**src/rtl/cube_root_seq.sv**
```systemverilog
// Sequential integer cube root: returns floor(cbrt(y)), the remainder y - root^3
// and an exact flag, resolving one root bit per clock, MSB first.
module cube_root_seq #(
    parameter int IN_W  = 6,
    parameter int OUT_W = 2
) (
    input  logic             clk,
    input  logic             rst,
    input  logic             start,
    input  logic [IN_W-1:0]  y_in,
    output logic [OUT_W-1:0] root_out,
    output logic [IN_W-1:0]  rem_out,
    output logic             exact,
    output logic             busy,
    output logic             finish
);

    localparam int CUBE_W = 3 * OUT_W;
    localparam int IDX_W  = (OUT_W > 1) ? $clog2(OUT_W) : 1;
    localparam logic [IDX_W-1:0] TOP_IDX = IDX_W'(OUT_W - 1);

    typedef enum logic [1:0] {
        IDLE = 2'd0,
        CALC = 2'd1,
        DONE = 2'd2
    } state_t;

    state_t           state, state_next;
    logic [IN_W-1:0]  y_r, y_next;
    logic [OUT_W-1:0] root_r, root_next;
    logic [IDX_W-1:0] bit_idx, idx_next;
    logic [OUT_W-1:0] root_out_next;
    logic [IN_W-1:0]  rem_next;
    logic             exact_next;

    // Operand is widened before multiplying so the product never wraps.
    function automatic logic [CUBE_W-1:0] cube(input logic [OUT_W-1:0] v);
        logic [CUBE_W-1:0] w;
        w = CUBE_W'(v);
        return w * w * w;
    endfunction

    logic [OUT_W-1:0]  trial;
    logic              trial_fits;
    logic [OUT_W-1:0]  root_calc;
    logic [CUBE_W-1:0] final_cube;

    assign trial      = root_r | (OUT_W'(1) << bit_idx);
    assign trial_fits = (cube(trial) <= CUBE_W'(y_r));
    assign root_calc  = trial_fits ? trial : root_r;
    assign final_cube = cube(root_calc);

    assign busy   = (state == CALC);
    assign finish = (state == DONE);

    always_comb begin
        // NOTE: every output of this block gets a default first so no path leaves one unassigned (no latches).
        state_next    = state;
        y_next        = y_r;
        root_next     = root_r;
        idx_next      = bit_idx;
        root_out_next = root_out;
        rem_next      = rem_out;
        exact_next    = exact;

        case (state)
            IDLE, DONE: begin
                if (start) begin
                    y_next     = y_in;
                    root_next  = '0;
                    idx_next   = TOP_IDX;
                    state_next = CALC;
                end else begin
                    state_next = IDLE;
                end
            end
            CALC: begin
                root_next = root_calc;
                if (bit_idx == '0) begin
                    // Results are loaded on the edge entering DONE and held until the next DONE.
                    state_next    = DONE;
                    root_out_next = root_calc;
                    rem_next      = y_r - IN_W'(final_cube);
                    exact_next    = (y_r == IN_W'(final_cube));
                end else begin
                    idx_next = bit_idx - 1'b1;
                end
            end
            default: state_next = IDLE;
        endcase
    end

    always_ff @(posedge clk) begin
        // NOTE: state registers use non-blocking assignments so all flops update from pre-edge values.
        if (rst) begin
            state    <= IDLE;
            y_r      <= '0;
            root_r   <= '0;
            bit_idx  <= '0;
            root_out <= '0;
            rem_out  <= '0;
            exact    <= 1'b0;
        end else begin
            state    <= state_next;
            y_r      <= y_next;
            root_r   <= root_next;
            bit_idx  <= idx_next;
            root_out <= root_out_next;
            rem_out  <= rem_next;
            exact    <= exact_next;
        end
    end

endmodule

```
**config.mk**
```make
export PLATFORM = sky130hd
export DESIGN_NAME = cube_root_seq
export DESIGN_NICKNAME = d
export VERILOG_FILES = /design/src/rtl/cube_root_seq.sv
export SDC_FILE = /design/constraint.sdc
export NUM_CORES = 1
export LEC_CHECK = 0
export ABC_CLOCK_PERIOD_IN_PS = 5300
export CORE_MARGIN = 2
export CORE_UTILIZATION = 35
export DETAILED_ROUTE_END_ITERATION = 16
export HOLD_SLACK_MARGIN = 0.08
export PLACE_DENSITY = 0.57
export SYNTH_ARGS = -nofsm -noshare
export SYNTH_HDL_FRONTEND = slang
export SYNTH_SLANG_ARGS = --single-unit
```
**constraint.sdc**
```tcl
create_clock -name clk -period 5.3 [get_ports clk]
set_clock_uncertainty 0.1 [all_clocks]
set_input_delay 1.06 -clock clk [delete_from_list [all_inputs] [get_ports clk]]
set_output_delay 1.06 -clock clk [all_outputs]
set_load 0.005 [all_outputs]
```
==> results.tsv, run 1 <==
stage	metric	value	unit
synthesis	synth.mux.area_fraction	0.00922	
cells_and_area	nets	190	
critical_path	crit_slowest_cell	dfxtp_1	
critical_path	crit_path_cell_trace	mux2_2 > ha_1 > nor2b_1 > o21ai_1 > a32oi_1 > o21bai_1 > nand2_1 > inv_1 > ha_1 > xor2_1 > or3_1 > a211o_1 > o311ai_1	
sta	worst_slew_margin_rel	0.446	
detailed_routing	number_of_detailed_route_iterations_in_the_first_pass	4	
critical_path	worst_r2r_startpoint	bit_idx	
detailed_routing	antenna_left	0	
critical_path	worst-path-max-fanout	11	
detailed_routing	drt_first_iter_violations	28	
sta	timing_worst_slew_pin_value	0.828	ns
critical_path	cp.arrival	3.69	ns
critical_path	cp_num_cells	13	
worst_hold_path	timing.hold.worst.start	rem_out[2]	
detailed_routing	totalWireLength	2720	µm
die	floorplan.die.width	63.1	µm
sta	timing_hold_violations_final	0	
run_status	outcome	finished, final reports clean	
clock_tree	cts_buffer_depth	2	
worst_hold_path	hold_depth	2	
placement	routabilityCongestion	0.806	
detailed_routing	post_dr_wirelength_cell	12.8	µm
cells_and_area	regArea	400	µm²
die	fp-row-count	21	
detailed_routing	drcViolationCount	0	
grt	vias_in_the_first_global_route	1091	
die	coreArea	0.00334	mm²
cells_and_area	layout.filler_cells	351	
die	die-height	63.1	µm
clock_tree	cts_hold_buf	0	
clock_tree	post_cts.resized_instances	0	
synthesis	synthArstFlopShare	0	
synthesis	synth_top_family_by_area	simple AND/OR/NAND/NOR gates	
clock_tree	tritoncts	done	
sta	worst_slack	1.74	ns
detailed_routing	vias_per_cell	4.93	
die	die_area	0.00398	mm²
clock_tree	cts-buffers-inserted	3	
sta	finalCritPeriodShare	0.672	
grt	antenna_violations_before_repair	0	
sta	achievable-frequency	281	MHz
grt	grt_max_degree	25	
power_and_ir_drop	vdd_drop_max	0.123	mV
synthesis	synth-compound-area-share	0.185	
synthesis	syn_inst	150	
grt	grt_resource_usage_total	0.157	
critical_path	timing.critical_path.mode_cell	ha_1	
detailed_routing	dr_total_vias	1050	
synthesis	synth_top_cell_by_area	dfxtp_1	
synthesis	synthDominantCellAreaShare	0.328	
clock_tree	sinks_on_the_clock_net	20	
critical_path	critical_path.n_buffers_inverters	1	
synthesis	synth.distinct_cells	42	
cells_and_area	area_of_the_multi_input_gates	757	µm²
clock_tree	htree_num_levels	1	
grt	grt_use_met2	0.249	
critical_path	reg2regPathDepth	13	
critical_path	crit_required	5.43	ns
clock_tree	post_cts_buffers	0	
clock_tree	cts_root_buffer	clkbuf_4	
sta	setup-violations-final	0	
power_and_ir_drop	cellPowerDensity	268	mW/mm²
synthesis	yosysSeqAreaShare	0.328	
critical_path	crit_start	bit_idx	
critical_path	timing.critical_path.from_type	flop	
synthesis	synth_simple_gate_area_frac	0.242	
critical_path	timing.critical_path.slowest_cell_delay	0.59	ns
synthesis	post-synth-top-count-cell	nand2_1	
synthesis	synth_adder_area_share	0.139	
synthesis	number_of_synthesized_register_bits	20	
grt	top_usage_layer	met2	
die	top_level_ports	20	
die	start_util	0.366	
clock_tree	clock_insertion_delay_worst_skew	0.31	ns
cells_and_area	area_delta_synth_final	22.1	%
cells_and_area	n_antenna_cell	0	
placement	post-dp-hpwl	2110	µm
grt	grt_overflow	0	
synthesis	synth_common_cells	nand2_1 (23), dfxtp_1 (20), a21oi_1 (16)	
critical_path	path_class	reg2reg	
placement	place_worst_setup_slack	1.76	ns
synthesis	synth_area	0.00122	mm²
grt	first_pass_grt_wire_length	4910	µm
cells_and_area	drive_gt1_frac	0.0599	
sta	setup_tns	0	ns
critical_path	critical-path-top-delay-family	compound AO/OA/AOI/OAI gates	
synthesis	yosys_warnings	0	
synthesis	synth-edff-count	0	
sta	final_max_slew_viol_count	0	
sta	unrepaired_setup_endpoints_after_global_routing	no	
sta	final_period_minus_worst_setup_slack	3.56	ns
run	timing.max_cap.violations	0	
synthesis	synth_top_cells_by_area	dfxtp_1 (33%), ha_1 (12%), nand2_1 (7.1%)	
critical_path	end_kind	flop	
placement	port_buffers	19	
grt	met3_usage	0.0286	
synthesis	ys.flop_type	dfxtp_1	
clock_tree	clk_pin_slew_worst_paths	0.13	ns
synthesis	synth-xor-area-share	0.0348	
grt	groute.layer.met1.usage	0.208	
synthesis	postSynthAreaPerCell	8.14	µm²
worst_hold_path	hold_path.class	reg2reg	
power_and_ir_drop	static-leakage-power	0.608	nW
final cells by class:
type,count,area share
multi-input cells,115,0.508
repair buffers,19,0.128
clock inverters,1,0.0201
well taps,46,0.0386
inverters,9,0.0227
clock buffers,3,0.0151
flip-flops and latches,20,0.268
routing by layer:
metal / vias to the layer above / share of wire
li1: 542 / -
met1: 479 / 0.48
met2: 25 / 0.47
met3: 4 / 0.038
met4: 0 / 0.013
met5: - / 0
worst min-delay path, delay by kind of cell, from the launching register on:
family,cells,cell delay [ns]
AO/OA/AOI/OAI,1,0.05
flip-flops,1,0.34
AND/OR/NAND/NOR,1,0.05
sequential cells by signal, indices dropped and copies added (netlist names):
register / count
bit_idx: 1
exact: 1
rem_out: 6
root_out: 2
root_r: 2
state: 2
y_r: 6
where the power goes:
group / total (mW) / internal [mW] / switching (mW)
logic: 0.103 / 0.0493 / 0.0535
registers: 0.169 / 0.160 / 0.00903
clock network: 0.128 / 0.0764 / 0.0518
final timing paths:
check          endpoint  slack, ns
max          rem_out[5]       1.74
min          rem_out[2]       0.37
max reg2reg  rem_out[5]       1.74
min reg2reg  rem_out[2]       0.37
kinds of logic (layout without fill, tap and decap cells):
kind of cell | after synthesis | after routing
xor+xnor | 4 | 4
mux | 1 | 1
buf+inv | 16 | 32
other cells | 2 | 3
simple gates | 61 | 61
fa+ha+maj | 13 | 13
flops | 20 | 20
compound gates | 33 | 33
placed cells by master (no fill, tap or decap), types with 2 or more instances in the layout:
master | synthesis | final
nand2b_1 | 2 | 2
nor3b_1 | 2 | 2
conb_1 | 2 | 3
xnor2_1 | 2 | 2
clkdlybuf4s50_1 | 0 | 19
a211oi_1 | 3 | 3
nand3b_1 | 3 | 3
nand3_1 | 3 | 3
a21oi_1 | 16 | 16
nor2b_1 | 4 | 4
nand2_1 | 23 | 23
o21bai_1 | 2 | 2
a211o_1 | 2 | 2
ha_1 | 12 | 12
clkbuf_4 | 0 | 3
inv_1 | 9 | 9
nor2_1 | 15 | 15
and2b_1 | 2 | 2
o21ai_0 | 2 | 2
dfxtp_1 | 20 | 20
stage by stage:
stage | util | std cells | hold WS, ns | total power, mW | cell area (µm²)
floorplan | - | 151 | 0.348 | 0.242 | 1220
global placement | 0.431 | 209 | 0.346 | 0.273 | 1440
finish | 0.447 | 213 | 0.366 | 0.400 | 1490
CTS | 0.447 | 213 | 0.367 | 0.403 | 1490
global route | 0.447 | 213 | 0.413 | 0.424 | 1490
detailed placement | 0.431 | 209 | 0.349 | 0.275 | 1440
Note: power is estimated with default switching activity, not from simulation.
==> run 2: changes to the inputs <==
ABC_CLOCK_PERIOD_IN_PS = 3700   (was 5300)
clock period = 3.7 ns   (was 5.3 ns; I/O delays follow)
==> results.tsv, run 2 (synthesis results as in run 1) <==
stage	metric	value	unit
cells_and_area	layout_common_cells	nand2_1 (23), dfxtp_1 (20), clkdlybuf4s50_1 (19)	
detailed_routing	vias_per_cell	4.93	
die	start_util	0.366	
detailed_routing	dr_total_vias	1059	
sta	final_max_slew_viol_count	0	
critical_path	path_class	reg2reg	
detailed_routing	totalWireLength	2690	µm
placement	routabilityCongestion	0.822	
cells_and_area	area_of_the_multi_input_gates	757	µm²
cells_and_area	n_antenna_cell	0	
cells_and_area	layout.cells.most_common	nand2_1	
worst_hold_path	hold_depth	2	
clock_tree	tritoncts	done	
critical_path	timing.critical_path.from_type	flop	
sta	setup_tns	0	ns
die	floorplan.die.width	63.1	µm
run_status	outcome	finished, final reports clean	
clock_tree	cts-buffers-inserted	3	
sta	worst_slew_margin_rel	0.418	
cells_and_area	layout.core_utilization	0.451	
grt	grt_overflow	0	
sta	achievable-frequency	301	MHz
die	coreArea	0.00334	mm²
critical_path	cp.arrival	3.44	ns
grt	grt_resource_usage_total	0.143	
clock_tree	htree_num_levels	1	
sta	final_period_minus_worst_setup_slack	3.32	ns
power_and_ir_drop	static-leakage-power	0.618	nW
detailed_routing	post_dr_wirelength_cell	12.5	µm
sta	setup-violations-final	0	
clock_tree	clk_pin_slew_worst_paths	0.12	ns
sta	unrepaired_setup_endpoints_after_global_routing	no	
worst_hold_path	hold_path.class	reg2reg	
power_and_ir_drop	vdd_drop_max	0.266	mV
run	timing.max_cap.violations	0	
critical_path	end_kind	flop	
power_and_ir_drop	cellPowerDensity	382	mW/mm²
grt	antenna_violations_before_repair	0	
critical_path	worst-path-max-fanout	10	
cells_and_area	reg_top3	rem_out x6, y_r x6	
cells_and_area	regArea	400	µm²
placement	post-dp-hpwl	2130	µm
clock_tree	clock_insertion_delay_worst_skew	0.31	ns
clock_tree	post_cts_buffers	0	
clock_tree	cts_root_buffer	clkbuf_4	
sta	timing_worst_slew_pin_value	0.871	ns
detailed_routing	drcViolationCount	0	
sta	finalCritPeriodShare	0.897	
grt	vias_in_the_first_global_route	1009	
detailed_routing	number_of_detailed_route_iterations_in_the_first_pass	4	
cells_and_area	nets	192	
die	die-height	63.1	µm
die	fp-row-count	21	
placement	port_buffers	19	
grt	first_pass_grt_wire_length	4450	µm
critical_path	reg2regPathDepth	14	
detailed_routing	drt_first_iter_violations	62	
die	die_area	0.00398	mm²
die	top_level_ports	20	
cells_and_area	drive_gt1_frac	0.0710	
cells_and_area	layout.filler_cells	356	
clock_tree	cts_hold_buf	0	
clock_tree	post_cts.resized_instances	0	
detailed_routing	antenna_left	0	
grt	grt_max_degree	24	
clock_tree	sinks_on_the_clock_net	20	
critical_path	crit_required	3.82	ns
cells_and_area	area_delta_synth_final	23.4	%
clock_tree	cts_buffer_depth	2	
power_and_ir_drop	design_power_total	575	µW
sta	timing_hold_violations_final	0	
-- run 2: final cells by class --
type                       count  area share
sequential                    20       0.266
clock buffer                   3      0.0150
clock inverter                 1      0.0199
multi-input combinational    115       0.502
inverter                       9      0.0224
timing repair buffer          21       0.136
tap                           46      0.0382
-- run 2: stage by stage --
step                cells  hold WS (ns)  instance area (µm²)  setup slack [ns]
floorplan             151         0.348                 1220             0.525
global placement      211         0.344                 1450             0.490
detailed placement    211         0.348                 1450             0.432
CTS                   215         0.366                 1510             0.400
global route          215         0.397                 1510             0.140
finish                215         0.363                 1510             0.381
-- run 2: metal layers --
layer	part of all wire	global-route usage	routed length (µm)	vias up
li1	-	-	-	546
met1	0.47	0.181	1280	488
met2	0.48	0.238	1300	23
met3	0.037	0.0411	100	2
met4	0.0052	0.0333	14	0
met5	0	0	0	-
-- run 2: power breakdown --
part,leakage (nW),internal [mW],switching [mW]
sequential,0.164,0.229,0.0101
combinational,0.427,0.0725,0.0815
clock,0.0279,0.109,0.0727
-- run 2: final timing paths --
kind | slack (ns) | startpoint | to
hold / removal | 0.36 | rem_out[2] | rem_out[2]
hold reg to reg | 0.36 | rem_out[2] | rem_out[2]
setup reg to reg | 0.38 | bit_idx | rem_out[5]
setup / recovery | 0.38 | bit_idx | rem_out[5]
-- run 2: critical path, stage by stage, from the launching register on --
cell	delay, ns
dfxtp_1	0.33
buf_4	0.17
or2_2	0.28
ha_1	0.30
and4_4	0.16
o21ai_1	0.17
a32oi_1	0.13
o21bai_1	0.32
nand2_1	0.10
ha_1	0.31
nand2_1	0.05
o21ai_0	0.26
and2_1	0.21
a21oi_1	0.08
o311ai_1	0.28
==> run 3: changes to the inputs <==
CAP_MARGIN = 25   (was not set)
CORE_MARGIN = not set   (was 2)
==> results.tsv, run 3 (synthesis results as in run 1) <==
stage	metric	value	unit
sta	setup-violations-final	0	
power_and_ir_drop	pwr-share-clk	0.252	
grt	vias_in_the_first_global_route	906	
grt	grt_resource_usage_total	0.156	
placement	routabilityCongestion	0.842	
detailed_routing	number_of_detailed_route_iterations_in_the_first_pass	4	
clock_tree	sinks_on_the_clock_net	20	
critical_path	timing.critical_path.mode_cell	inv_1	
sta	worst_slack	0.423	ns
detailed_routing	antenna_left	0	
cells_and_area	layout.cells.most_common	nand2_1	
grt	grt_max_degree	24	
power_and_ir_drop	p_comb_frac	0.289	
placement	numPlacedInstances	211	
clock_tree	post_cts_buffers	0	
power_and_ir_drop	internal_power	361	µW
die	top_level_ports	20	
sta	achievable-frequency	305	MHz
cells_and_area	area_delta_synth_final	22.0	%
critical_path	worst-path-max-fanout	10	
clock_tree	cts_hold_buf	0	
die	start_util	0.366	
cells_and_area	layout.filler_cells	351	
clock_tree	cts_root_buffer	clkbuf_4	
cells_and_area	finalInstanceArea	0.00149	mm²
critical_path	path_class	reg2reg	
run_status	outcome	finished, final reports clean	
critical_path	reg2regPathDepth	15	
cells_and_area	reg_top3	rem_out x6, y_r x6	
sta	unrepaired_setup_endpoints_after_global_routing	no	
detailed_routing	drt_first_iter_violations	36	
critical_path	cp.arrival	3.39	ns
power_and_ir_drop	sw_frac_of_total	0.309	
die	floorplan.die.width	61.1	µm
detailed_routing	drcViolationCount	0	
placement	port_buffers	19	
sta	worst_slew_margin_rel	0.429	
clock_tree	post_cts.resized_instances	0	
sta	worst_hold_slack	0.361	ns
critical_path	crit_slowest_cell	fa_1	
cells_and_area	layout_common_cells	nand2_1 (23), dfxtp_1 (20), clkdlybuf4s50_1 (19)	
die	die_area	0.00373	mm²
worst_hold_path	hold_path.class	reg2reg	
clock_tree	tritoncts	done	
clock_tree	htree_num_levels	1	
cells_and_area	layout.core_utilization	0.447	
clock_tree	clock_insertion_delay_worst_skew	0.31	ns
worst_hold_path	hold_depth	2	
clock_tree	cts-buffers-inserted	3	
grt	first_pass_grt_wire_length	4210	µm
cells_and_area	drive_gt1_frac	0.0710	
power_and_ir_drop	design_power_total	523	µW
sta	finalCritPeriodShare	0.886	
placement	post-dp-hpwl	2060	µm
grt	antenna_violations_before_repair	0	
clock_tree	clk_pin_slew_worst_paths	0.12	ns
critical_path	timing.critical_path.slowest_cell_delay	0.44	ns
die	coreArea	0.00334	mm²
run	timing.max_cap.violations	0	
critical_path	end_kind	flop	
sta	final_max_slew_viol_count	0	
power_and_ir_drop	switching_power	161	µW
sta	final_period_minus_worst_setup_slack	3.28	ns
detailed_routing	post_dr_wirelength_cell	12.3	µm
die	fp-row-count	21	
power_and_ir_drop	vdd_drop_max	0.182	mV
critical_path	crit_path_cell_trace	buf_4 > or2_2 > ha_1 > and4_4 > a41o_1 > a31oi_4 > inv_1 > nand2_1 > inv_1 > fa_1 > inv_1 > a21oi_1 > nor3b_1 > a211o_1 > nand3_1	
cells_and_area	n_antenna_cell	0	
critical_path	crit_required	3.81	ns
detailed_routing	dr_total_vias	1075	
power_and_ir_drop	static-leakage-power	0.611	nW
placement	place_area	0.00145	mm²
critical_path	timing.critical_path.from_type	flop	
placement	place_worst_setup_slack	0.445	ns
sta	setup_tns	0	ns
detailed_routing	totalWireLength	2640	µm
grt	grt_overflow	0	
clock_tree	cts_buffer_depth	2	
die	die-height	61.1	µm
power_and_ir_drop	power.share.sequential	0.458	
sta	timing_worst_slew_pin_value	0.855	ns
cells_and_area	nets	192	
cells_and_area	post_layout_nonfiller_instances	215	
power_and_ir_drop	cellPowerDensity	351	mW/mm²
detailed_routing	vias_per_cell	5.00	
sta	timing_hold_violations_final	0	
-- run 3: cell types whose count changed in the layout (fill, tap and decap cells not counted), sizes merged --
cell / change
clkbuf: +1
bufinv: -1
-- run 3: layer usage --
metal	up-vias	share of wire	global-route usage	routed length, µm
met3	6	0.044	0.0252	117
li1	547	-	-	-
met5	-	0	0	0
met1	490	0.48	0.209	1250
met2	32	0.46	0.242	1210
met4	0	0.022	0.0812	57
-- run 3: area by class of cell --
cell class | count | area [µm²] | area share
multi-input combinational | 115 | 757 | 0.508
inverter | 9 | 33.8 | 0.0227
timing repair buffer | 21 | 205 | 0.138
clock buffer | 4 | 36.3 | 0.0243
tap | 46 | 57.6 | 0.0386
sequential | 20 | 400 | 0.269
-- run 3: worst paths after layout --
check / slack (ns) / startpoint / to
setup / recovery: 0.42 / bit_idx / rem_out[4]
hold / removal: 0.36 / rem_out[2] / rem_out[2]
setup reg to reg: 0.42 / bit_idx / rem_out[4]
hold reg to reg: 0.36 / rem_out[2] / rem_out[2]
-- run 3: worst max-delay path: cells and delay by family, from the launching register on --
kind / cells / cell delay [ns]
simple gates: 5 / 0.85
buf+inv: 4 / 0.42
compound gates: 4 / 0.74
flops: 1 / 0.33
fa+ha+maj: 2 / 0.73
-- run 3: power by group through the flow --
stage,combinational [mW],sequential [mW],clock (mW)
after floorplan,0.105,0.242,0
after global placement,0.149,0.244,0
after detailed placement,0.151,0.244,0
after CTS,0.152,0.239,0.135
after global routing,0.172,0.241,0.141
final,0.151,0.240,0.132
